==> config.mk <==
export PLATFORM = sky130hd
export DESIGN_NAME = ctrl_pipe_flat
export DESIGN_NICKNAME = d
export VERILOG_FILES = /design/src/rtl/ctrl_pipe_pkg.sv /design/src/rtl/ctrl_pipe_if.sv /design/src/rtl/ctrl_pipe_decode.sv /design/src/rtl/ctrl_pipe.sv /design/src/flat_wrapper.sv
export SDC_FILE = /design/constraint.sdc
export NUM_CORES = 1
export LEC_CHECK = 0
export ABC_AREA = 1
export CORE_ASPECT_RATIO = 1.75
export CORE_MARGIN = 3
export CORE_UTILIZATION = 25
export CTS_BUF_LIST = sky130_fd_sc_hd__clkbuf_8
export DETAILED_ROUTE_END_ITERATION = 10
export PLACE_DENSITY = 0.56
export SLEW_MARGIN = 15
export SYNTH_ARGS = -nofsm -noshare
export SYNTH_HDL_FRONTEND = slang
export SYNTH_SLANG_ARGS = --single-unit
==> constraint.sdc <==
create_clock -name clk -period 1.5 [get_ports clk]
set_input_delay 0.15 -clock clk [delete_from_list [all_inputs] [get_ports clk]]
set_output_delay 0.15 -clock clk [all_outputs]
set_load 0.03 [all_outputs]
==> src/rtl/ctrl_pipe_pkg.sv <==
// Shared encodings and the per-stage control word for the ctrl_pipe control unit.
package ctrl_pipe_pkg;

    localparam logic [1:0] OP_LOAD    = 2'd0;
    localparam logic [1:0] OP_OUT     = 2'd1;
    localparam logic [1:0] OP_SPECIAL = 2'd2;
    localparam logic [1:0] OP_STORE   = 2'd3;

    localparam logic [1:0] FN_ADD  = 2'd0;
    localparam logic [1:0] FN_SUB  = 2'd1;
    localparam logic [1:0] FN_CMP  = 2'd2;
    localparam logic [1:0] FN_JUMP = 2'd3;

    // Field widths are upper bounds; instances use the low FW / RAW bits.
    localparam int CTRL_FW_MAX  = 8;
    localparam int CTRL_RAW_MAX = 8;

    typedef struct packed {
        logic                    reg_write;
        logic                    mem_read;
        logic                    mem_write;
        logic                    alu_src;
        logic [CTRL_FW_MAX-1:0]  alu_op;
        logic                    cmp;
        logic                    out_en;
        logic                    jump;
        logic [CTRL_RAW_MAX-1:0] rd;
        logic                    valid;
    } ctrl_t;

    localparam ctrl_t CTRL_BUBBLE = '0;

endpackage

==> src/rtl/ctrl_pipe_if.sv <==
// Bundle between the fetch/decode latch, ctrl_pipe and the datapath stage registers.
interface ctrl_pipe_if #(
    parameter int OPW  = 2,
    parameter int FW   = 2,
    parameter int RAW  = 2,
    parameter int CNTW = 16
);
    logic            instr_valid;
    logic [OPW-1:0]  opcode;
    logic [FW-1:0]   funct;
    logic [RAW-1:0]  rd;
    logic [RAW-1:0]  rs1;
    logic [RAW-1:0]  rs2;

    logic            stall;
    logic            flush;
    logic            ex_alu_src;
    logic [FW-1:0]   ex_alu_op;
    logic            ex_cmp;
    logic            mem_read;
    logic            mem_write;
    logic            wb_reg_write;
    logic            wb_out_en;
    logic [RAW-1:0]  wb_rd;
    logic            illegal_op;
    logic [CNTW-1:0] retired_cnt;

    modport master (
        output instr_valid, opcode, funct, rd, rs1, rs2,
        input  stall, flush, ex_alu_src, ex_alu_op, ex_cmp, mem_read, mem_write,
               wb_reg_write, wb_out_en, wb_rd, illegal_op, retired_cnt
    );

    modport slave (
        input  instr_valid, opcode, funct, rd, rs1, rs2,
        output stall, flush, ex_alu_src, ex_alu_op, ex_cmp, mem_read, mem_write,
               wb_reg_write, wb_out_en, wb_rd, illegal_op, retired_cnt
    );

endinterface

==> src/rtl/ctrl_pipe_decode.sv <==
// Combinational instruction decoder: opcode/funct/rd to a control word plus register-read flags.
module ctrl_decode
    import ctrl_pipe_pkg::*;
#(
    parameter int OPW = 2,
    parameter int FW  = 2,
    parameter int RAW = 2
) (
    input  logic [OPW-1:0] opcode,
    input  logic [FW-1:0]  funct,
    input  logic [RAW-1:0] rd,
    output ctrl_t          ctrl,
    output logic           uses_rs1,
    output logic           uses_rs2,
    output logic           illegal
);

    always_comb begin
        ctrl     = CTRL_BUBBLE;
        uses_rs1 = 1'b0;
        uses_rs2 = 1'b0;
        // Any opcode bit above the two defined ones makes the instruction illegal.
        illegal  = |(opcode >> 2);

        ctrl.valid = 1'b1;
        ctrl.rd    = CTRL_RAW_MAX'(rd);
        case (opcode[1:0])
            OP_LOAD: begin
                ctrl.reg_write = 1'b1;
                ctrl.mem_read  = 1'b1;
                ctrl.alu_src   = 1'b1;
            end
            OP_STORE: begin
                ctrl.mem_write = 1'b1;
                ctrl.alu_src   = 1'b1;
                uses_rs1       = 1'b1;
            end
            OP_OUT: begin
                ctrl.out_en = 1'b1;
                uses_rs1    = 1'b1;
            end
            OP_SPECIAL: begin
                if (|(funct >> 2)) begin
                    illegal = 1'b1;
                end
                case (funct[1:0])
                    FN_ADD, FN_SUB: begin
                        ctrl.reg_write = 1'b1;
                        ctrl.alu_op    = CTRL_FW_MAX'(funct);
                        uses_rs1       = 1'b1;
                        uses_rs2       = 1'b1;
                    end
                    FN_CMP: begin
                        ctrl.cmp = 1'b1;
                        uses_rs1 = 1'b1;
                        uses_rs2 = 1'b1;
                    end
                    FN_JUMP: begin
                        ctrl.jump = 1'b1;
                    end
                endcase
            end
        endcase

        if (illegal) begin
            ctrl     = CTRL_BUBBLE;
            uses_rs1 = 1'b0;
            uses_rs2 = 1'b0;
        end
    end

endmodule

==> src/rtl/ctrl_pipe.sv <==
// Pipelined control unit: decode, EX/MEM/WB control registers, load-use stall, jump flush, retire count.
// Build option: CTRL_PIPE_HAZARD_EN enables load-use detection; without it stall is tied low.
module ctrl_pipe
    import ctrl_pipe_pkg::*;
#(
    parameter int OPW  = 2,
    parameter int FW   = 2,
    parameter int RAW  = 2,
    parameter int CNTW = 16
) (
    input  logic       clk,
    input  logic       rst,
    ctrl_pipe_if.slave bus
);

    ctrl_t           dec_ctrl;
    logic            dec_rs1;
    logic            dec_rs2;
    logic            dec_illegal;

    ctrl_t           ctrl_p0;
    ctrl_t           ctrl_p1;
    ctrl_t           ctrl_p2;
    logic            flush_q;
    logic            illegal_q;
    logic [CNTW-1:0] retired_q;

    logic            hazard;
    logic            accept;
    logic            unused_bits;

    ctrl_decode #(
        .OPW (OPW),
        .FW  (FW),
        .RAW (RAW)
    ) u_decode (
        .opcode   (bus.opcode),
        .funct    (bus.funct),
        .rd       (bus.rd),
        .ctrl     (dec_ctrl),
        .uses_rs1 (dec_rs1),
        .uses_rs2 (dec_rs2),
        .illegal  (dec_illegal)
    );

`ifdef CTRL_PIPE_HAZARD_EN
    logic rs1_hit;
    logic rs2_hit;

    assign rs1_hit = dec_rs1 && (CTRL_RAW_MAX'(bus.rs1) == ctrl_p0.rd);
    assign rs2_hit = dec_rs2 && (CTRL_RAW_MAX'(bus.rs2) == ctrl_p0.rd);
    // A LOAD in EX has not fetched its data yet; a reader right behind it must wait one cycle.
    assign hazard  = ctrl_p0.valid && ctrl_p0.mem_read && bus.instr_valid && (rs1_hit || rs2_hit);
`else
    assign hazard  = 1'b0;
`endif

    // Flush wins over stall; illegal instructions enter as bubbles.
    assign accept = bus.instr_valid && !hazard && !flush_q && !dec_illegal;

    always_ff @(posedge clk or posedge rst) begin
        if (rst) begin
            ctrl_p0 <= CTRL_BUBBLE;
            ctrl_p1 <= CTRL_BUBBLE;
            ctrl_p2 <= CTRL_BUBBLE;
            flush_q <= 1'b0;
        end else begin
            // decode -> EX
            ctrl_p0 <= accept ? dec_ctrl : CTRL_BUBBLE;
            flush_q <= accept && dec_ctrl.jump;
            // EX -> MEM
            ctrl_p1 <= ctrl_p0;
            // MEM -> WB
            ctrl_p2 <= ctrl_p1;
        end
    end

    always_ff @(posedge clk or posedge rst) begin
        if (rst) begin
            illegal_q <= 1'b0;
            retired_q <= '0;
        end else begin
            if (bus.instr_valid && !flush_q && dec_illegal) begin
                illegal_q <= 1'b1;
            end
            if (ctrl_p2.valid) begin
                retired_q <= retired_q + CNTW'(1);
            end
        end
    end

    assign bus.stall        = hazard;
    assign bus.flush        = flush_q;
    assign bus.ex_alu_src   = ctrl_p0.alu_src;
    assign bus.ex_alu_op    = ctrl_p0.alu_op[FW-1:0];
    assign bus.ex_cmp       = ctrl_p0.cmp;
    assign bus.mem_read     = ctrl_p1.mem_read;
    assign bus.mem_write    = ctrl_p1.mem_write;
    assign bus.wb_reg_write = ctrl_p2.reg_write;
    assign bus.wb_out_en    = ctrl_p2.out_en;
    assign bus.wb_rd        = ctrl_p2.rd[RAW-1:0];
    assign bus.illegal_op   = illegal_q;
    assign bus.retired_cnt  = retired_q;

    // Stage fields not consumed at every stage, and source fields unused without hazard detection.
    assign unused_bits = ^{ctrl_p0, ctrl_p2, dec_rs1, dec_rs2, bus.rs1, bus.rs2};

endmodule

==> src/flat_wrapper.sv <==
// flat-port wrapper written by rule: the top's interface ports become plain ports
module ctrl_pipe_flat import ctrl_pipe_pkg::*;
#(
    parameter int OPW  = 2,
    parameter int FW   = 2,
    parameter int RAW  = 2,
    parameter int CNTW = 16
)
  (clk, rst, bus_instr_valid, bus_opcode, bus_funct, bus_rd, bus_rs1, bus_rs2, bus_stall, bus_flush, bus_ex_alu_src, bus_ex_alu_op, bus_ex_cmp, bus_mem_read, bus_mem_write, bus_wb_reg_write, bus_wb_out_en, bus_wb_rd, bus_illegal_op, bus_retired_cnt);
  ctrl_pipe_if #(.OPW(OPW), .FW(FW), .RAW(RAW), .CNTW(CNTW)) bus_i ();
  input  logic clk;
  input  logic rst;
  input wire logic [$bits(bus_i.instr_valid)-1:0] bus_instr_valid;
  input wire logic [$bits(bus_i.opcode)-1:0] bus_opcode;
  input wire logic [$bits(bus_i.funct)-1:0] bus_funct;
  input wire logic [$bits(bus_i.rd)-1:0] bus_rd;
  input wire logic [$bits(bus_i.rs1)-1:0] bus_rs1;
  input wire logic [$bits(bus_i.rs2)-1:0] bus_rs2;
  output wire logic [$bits(bus_i.stall)-1:0] bus_stall;
  output wire logic [$bits(bus_i.flush)-1:0] bus_flush;
  output wire logic [$bits(bus_i.ex_alu_src)-1:0] bus_ex_alu_src;
  output wire logic [$bits(bus_i.ex_alu_op)-1:0] bus_ex_alu_op;
  output wire logic [$bits(bus_i.ex_cmp)-1:0] bus_ex_cmp;
  output wire logic [$bits(bus_i.mem_read)-1:0] bus_mem_read;
  output wire logic [$bits(bus_i.mem_write)-1:0] bus_mem_write;
  output wire logic [$bits(bus_i.wb_reg_write)-1:0] bus_wb_reg_write;
  output wire logic [$bits(bus_i.wb_out_en)-1:0] bus_wb_out_en;
  output wire logic [$bits(bus_i.wb_rd)-1:0] bus_wb_rd;
  output wire logic [$bits(bus_i.illegal_op)-1:0] bus_illegal_op;
  output wire logic [$bits(bus_i.retired_cnt)-1:0] bus_retired_cnt;
  assign bus_i.instr_valid = bus_instr_valid;
  assign bus_i.opcode = bus_opcode;
  assign bus_i.funct = bus_funct;
  assign bus_i.rd = bus_rd;
  assign bus_i.rs1 = bus_rs1;
  assign bus_i.rs2 = bus_rs2;
  assign bus_stall = bus_i.stall;
  assign bus_flush = bus_i.flush;
  assign bus_ex_alu_src = bus_i.ex_alu_src;
  assign bus_ex_alu_op = bus_i.ex_alu_op;
  assign bus_ex_cmp = bus_i.ex_cmp;
  assign bus_mem_read = bus_i.mem_read;
  assign bus_mem_write = bus_i.mem_write;
  assign bus_wb_reg_write = bus_i.wb_reg_write;
  assign bus_wb_out_en = bus_i.wb_out_en;
  assign bus_wb_rd = bus_i.wb_rd;
  assign bus_illegal_op = bus_i.illegal_op;
  assign bus_retired_cnt = bus_i.retired_cnt;
  ctrl_pipe #(.OPW(OPW), .FW(FW), .RAW(RAW), .CNTW(CNTW)) u_core (.clk(clk), .rst(rst), .bus(bus_i));
endmodule
; After elaboration in Yosys (flattened, before gate mapping)
; Index checks and enable logic that the tools add are counted.
[totals]
output_inout_bits = 29
elab_cells = 47
ff_bits = 40
[classes]
reduce_logical = 7
mux = 12
n_addsub = 1
n_eq_ne = 6
[op_table]
columns = cell, n
row1 = 24-bit two-way mux, 1
row2 = "16-bit by 1-bit adder with 16-bit output, second input constant", 1
row3 = 9-bit two-way mux, 1
row4 = "2-bit == test, second input constant", 4
row5 = 1-bit two-way mux, 8
row6 = "2-bit by 1-bit == test with 1-bit output, second input constant", 2
row7 = 2-bit logical NOT, 2
row8 = 2-bit OR reduction, 2
row9 = 1-bit logical AND, 2
row10 = 2-bit two-way mux, 1
row11 = 1-bit one-hot mux with 2 select lines, 1
row12 = 1-bit logical NOT, 1

; Depth between registers and ports, before layout
[depth]
ltp_word = 5
depth_mapped = 6

; By module
; From an unflattened synthesis, not the netlist that was laid out.
[hier_totals]
cells_unflattened = 198
area_unflattened_um2 = 1891.8
[by_module_without_submodules]
columns = module, area_per_inst_um2, seq_area_each_um2, instances, cells_per_inst
row1 = ctrl_pipe, 1636.6, 1026.0, 1, 160
row2 = ctrl_decode, 255.2, 0.0, 1, 38

; Worst setup path before layout
; OpenSTA, ideal clock, no wires.
[synth_path]
path_kind = reg2reg
startpoint = register u_core.retired_q[0] (netlist: u_core.bus.retired_cnt[0])
endpoint = register u_core.retired_q[6] (netlist: u_core.bus.retired_cnt[6])
arrival_ns = 1.231
path_slack_ns = 0.135
setup_time_ns = 0.134
period_less_slack_ns = 1.365
n_path_buf = 0
path_stages_with_launch = 6
path_cell_list = dfrtp_1 -> ha_1 -> nand3_2 -> nor2_4 -> nand2_1 -> xnor2_1
[synth_via]
elab_chain_cells = 1
[synth_rtl]
columns = item, line
row1 = from (decl), ctrl_pipe.sv:26  ; logic [CNTW-1:0] retired_q;
row2 = from (signal assigned), ctrl_pipe.sv:87  ; retired_q <= retired_q + CNTW'(1);
row3 = 16-bit by 1-bit adder with 16-bit output, ctrl_pipe.sv:87
; No other way between the ends.
; A chain may end at the register's enable or synchronous reset.

; Worst setup path in the final report
[layout_path]
startpoint = register u_core.ctrl_p0, in the netlist u_core.bus.ex_cmp
endpoint = output port bus_ex_cmp
[layout_rtl]
columns = item, line
row1 = from (decl), ctrl_pipe.sv:21  ; ctrl_t ctrl_p0;
row2 = from (signal assigned), ctrl_pipe.sv:69  ; ctrl_p0 <= accept ? dec_ctrl : CTRL_BUBBLE;
row3 = to (decl), flat_wrapper.sv:23  ; output wire logic [$bits(bus_i.ex_cmp)-1:0] bus_ex_cmp;
; No word-level cell between the ends.

==> flow_metrics.tcl <==
set metrics [dict create \
    cp.required_ps 1350 \
    nFillCells 657 \
    critPathBufInv 1 \
    worstSetupPathType "reg2out" \
    die_area_mm2 0.00773 \
    place_congestion 0.777 \
    period_needed_ps 1450 \
    dr.first_iter.drc_count 88 \
    clock_path_buffers 2 \
    hpwlAfterDp_um 2310 \
    path_max_fanout 1 \
    cts_hold_buf 0 \
    vias 1179 \
    syn_to_final_growth_pct 32.6 \
    cts-root-buf "clkbuf_8" \
    grt_remaining_overflow 0 \
    cts_buffers 5 \
    grt_max_degree 41 \
    status "complete, no violations" \
    skew_ps 6.78 \
    start_kind "flop" \
    dr.pass1.iters 4 \
    track_usage_pct 9.39 \
    wirelength_um 3120 \
    setup_viol 0 \
    drv_cap 0 \
    wire_per_inst_um 10.8 \
    regArea_mm2 0.00100 \
    clkSinkCount 40 \
    ant_nets 0 \
    p_per_area_mw_per_mm2 1270 \
    multiInputGateArea_um2 526 \
    power.static_leakage_nw 1.15 \
    fp.coreArea_mm2 0.00632 \
    cp_slowest_cell "clkdlybuf4s50_1" \
    ys_types 25 \
    critical_path_arrival_ps 1300 \
    initial_core_util_pct 26.4 \
    rsz0062_at_grt "no" \
    synth_seq_cells 40 \
    dieHeight_um 114 \
    clk_pin_slew_ps 80 \
    p_total_mw 2.80 \
    synthFlopType "dfrtp_1" \
    drc_errors 0 \
    drive_gt1_share_pct 9.13 \
    tritoncts "done" \
    critical_path.cell_chain "clkdlybuf4s50_1" \
    grt_pass1_vias 1198 \
    synth_area_mm2 0.00167 \
    setup_tns_ps 0 \
    synth_edf_count 0 \
    drv_slew 0 \
    hold_viol_final 0 \
    syn_inst 168 \
    insertedDiodeCount 0 \
    vdd_ir_drop_max_mv 0.446 \
    max_stage_delay_ps 670 \
    io_pins 42 \
    die_x_um 67.7 \
    clkLatencyLatePin_ps 290 \
    yosys_warnings 0 \
    avgSynthCellArea_um2 9.93 \
    nNetsFinal 225 \
    via_per_inst 4.09 \
    final_common_cell "dfrtp_1" \
    grt_pass1_wl_um 5380 \
    end_kind "output port" \
    fmax_ghz 0.690 \
    num_rows 38 \
    worstHoldPathType "in2async" \
    antenna_found_initial 0 \
    synthArstFlopShare_pct 100 \
    final_cell_mix "40 x dfrtp_1, 35 x nand2_1, 24 x inv_1" \
    htree_levels 2 \
    layout_worst_path_cycle_share_pct 96.6 \
    yosysSeqAreaShare_pct 60.0 \
    crit_family "buffers and inverters" \
    port_buffers 35 \
]
==> power breakdown <==
part	switching [mW]	internal, mW	leakage (nW)
combinational	0.383	0.208	0.570
clock	0.402	0.501	0.0548
sequential	0.117	1.19	0.526
==> final timing paths <==
path	startpoint	depth (start not counted)	slack [ps]	endpoint
max in group asynchronous	rst	3	1090	u_core.bus.retired_cnt[1]
min in group clk	u_core.ctrl_p1[0]	0	350	u_core.ctrl_p2[0]
setup / recovery	u_core.bus.ex_cmp	1	50	bus_ex_cmp
hold / removal	rst	3	220	u_core.ctrl_p1[23]
setup reg to reg	u_core.bus.retired_cnt[0]	5	260	u_core.bus.retired_cnt[8]
hold reg to reg	u_core.ctrl_p1[0]	0	350	u_core.ctrl_p2[0]
==> synthesized netlist by cell type, types with 2 or more instances <==
library cell / number / area (um2)
nand2_1: 35 / 131
inv_1: 24 / 90.1
nor2_4: 2 / 22.5
buf_2: 2 / 10.0
ha_1: 5 / 62.6
xnor2_1: 3 / 26.3
dfrtp_1: 40 / 1000
buf_4: 6 / 45.0
o21ai_0: 3 / 15.0
xor2_1: 4 / 35.0
nand3_1: 8 / 40.0
nor2_1: 19 / 71.3
nand3b_1: 2 / 15.0
nand4_1: 4 / 25.0
==> cell families after synthesis <==
kind of cell / after synthesis / share of synthesized area (%)
AO/OA/AOI/OAI: 5 / 1.65
XOR/XNOR: 7 / 3.68
adder cells (fa/ha/maj): 5 / 3.75
buffers and inverters: 33 / 8.93
flip-flops: 40 / 60.0
other: 1 / 0.225
AND/OR/NAND/NOR: 77 / 21.8
==> state kept, by name, summed over array words and instances, names as in the netlist <==
register,flops
u_core.bus.ex_alu_src,1
u_core.bus.ex_alu_op,2
u_core.ctrl_p1,5
u_core.bus.flush,1
u_core.bus.mem_write,1
u_core.bus.mem_read,1
u_core.ctrl_p2,1
u_core.bus.retired_cnt,16
u_core.ctrl_p0,7
u_core.bus.wb_reg_write,1
u_core.bus.ex_cmp,1
u_core.bus.wb_out_en,1
u_core.bus.wb_rd,2
==> worst register-to-register path: cells and delay by family, from the launching register on <==
kind	cells	cell delay [ps]
XOR/XNOR	1	120
adder cells (fa/ha/maj)	1	200
flip-flops	1	410
AND/OR/NAND/NOR	3	390
==> metrics by stage <==
stage               area [um2]  hold WS (ps)  std cells  worst slack, ps  util [%]
finish                    2210           220        288             51.4      35.0
global route              2210           248        288             12.8      35.0
CTS                       2200           222        288             8.02      34.8
detailed placement        2110           335        280              173      33.3
global placement          2110           332        280              217      33.3
floorplan                 1680           214        170              135         -
==> metal layers <==
metal | routed length (um) | GRT usage [%] | up-vias
met4 | 99 | 6.10 | 0
met3 | 105 | 1.77 | 6
met2 | 1770 | 16.7 | 25
met1 | 1140 | 9.51 | 566
li1 | - | - | 582
met5 | 0 | 0 | -
==> layout make-up <==
| class | count | area share [%] |
|---|---|---|
| Sequential cell | 40 | 45.3 |
| Tap cell | 80 | 4.53 |
| Clock buffer | 5 | 3.11 |
| Timing Repair Buffer | 38 | 17.0 |
| Multi-Input combinational cell | 97 | 23.8 |
| Inverter | 25 | 4.24 |
| Clock inverter | 3 | 2.09 |
==> what timing repair did <==
item | 4_1_cts | 5_1_grt
gates cloned | 0 | 0
hold endpoints to repair | 0 | 0
setup endpoints to repair | 16 | 4
gates resized for setup | 16 | 4
buffers inserted | 0 | 0
Note: power is estimated with default switching activity, not from simulation.
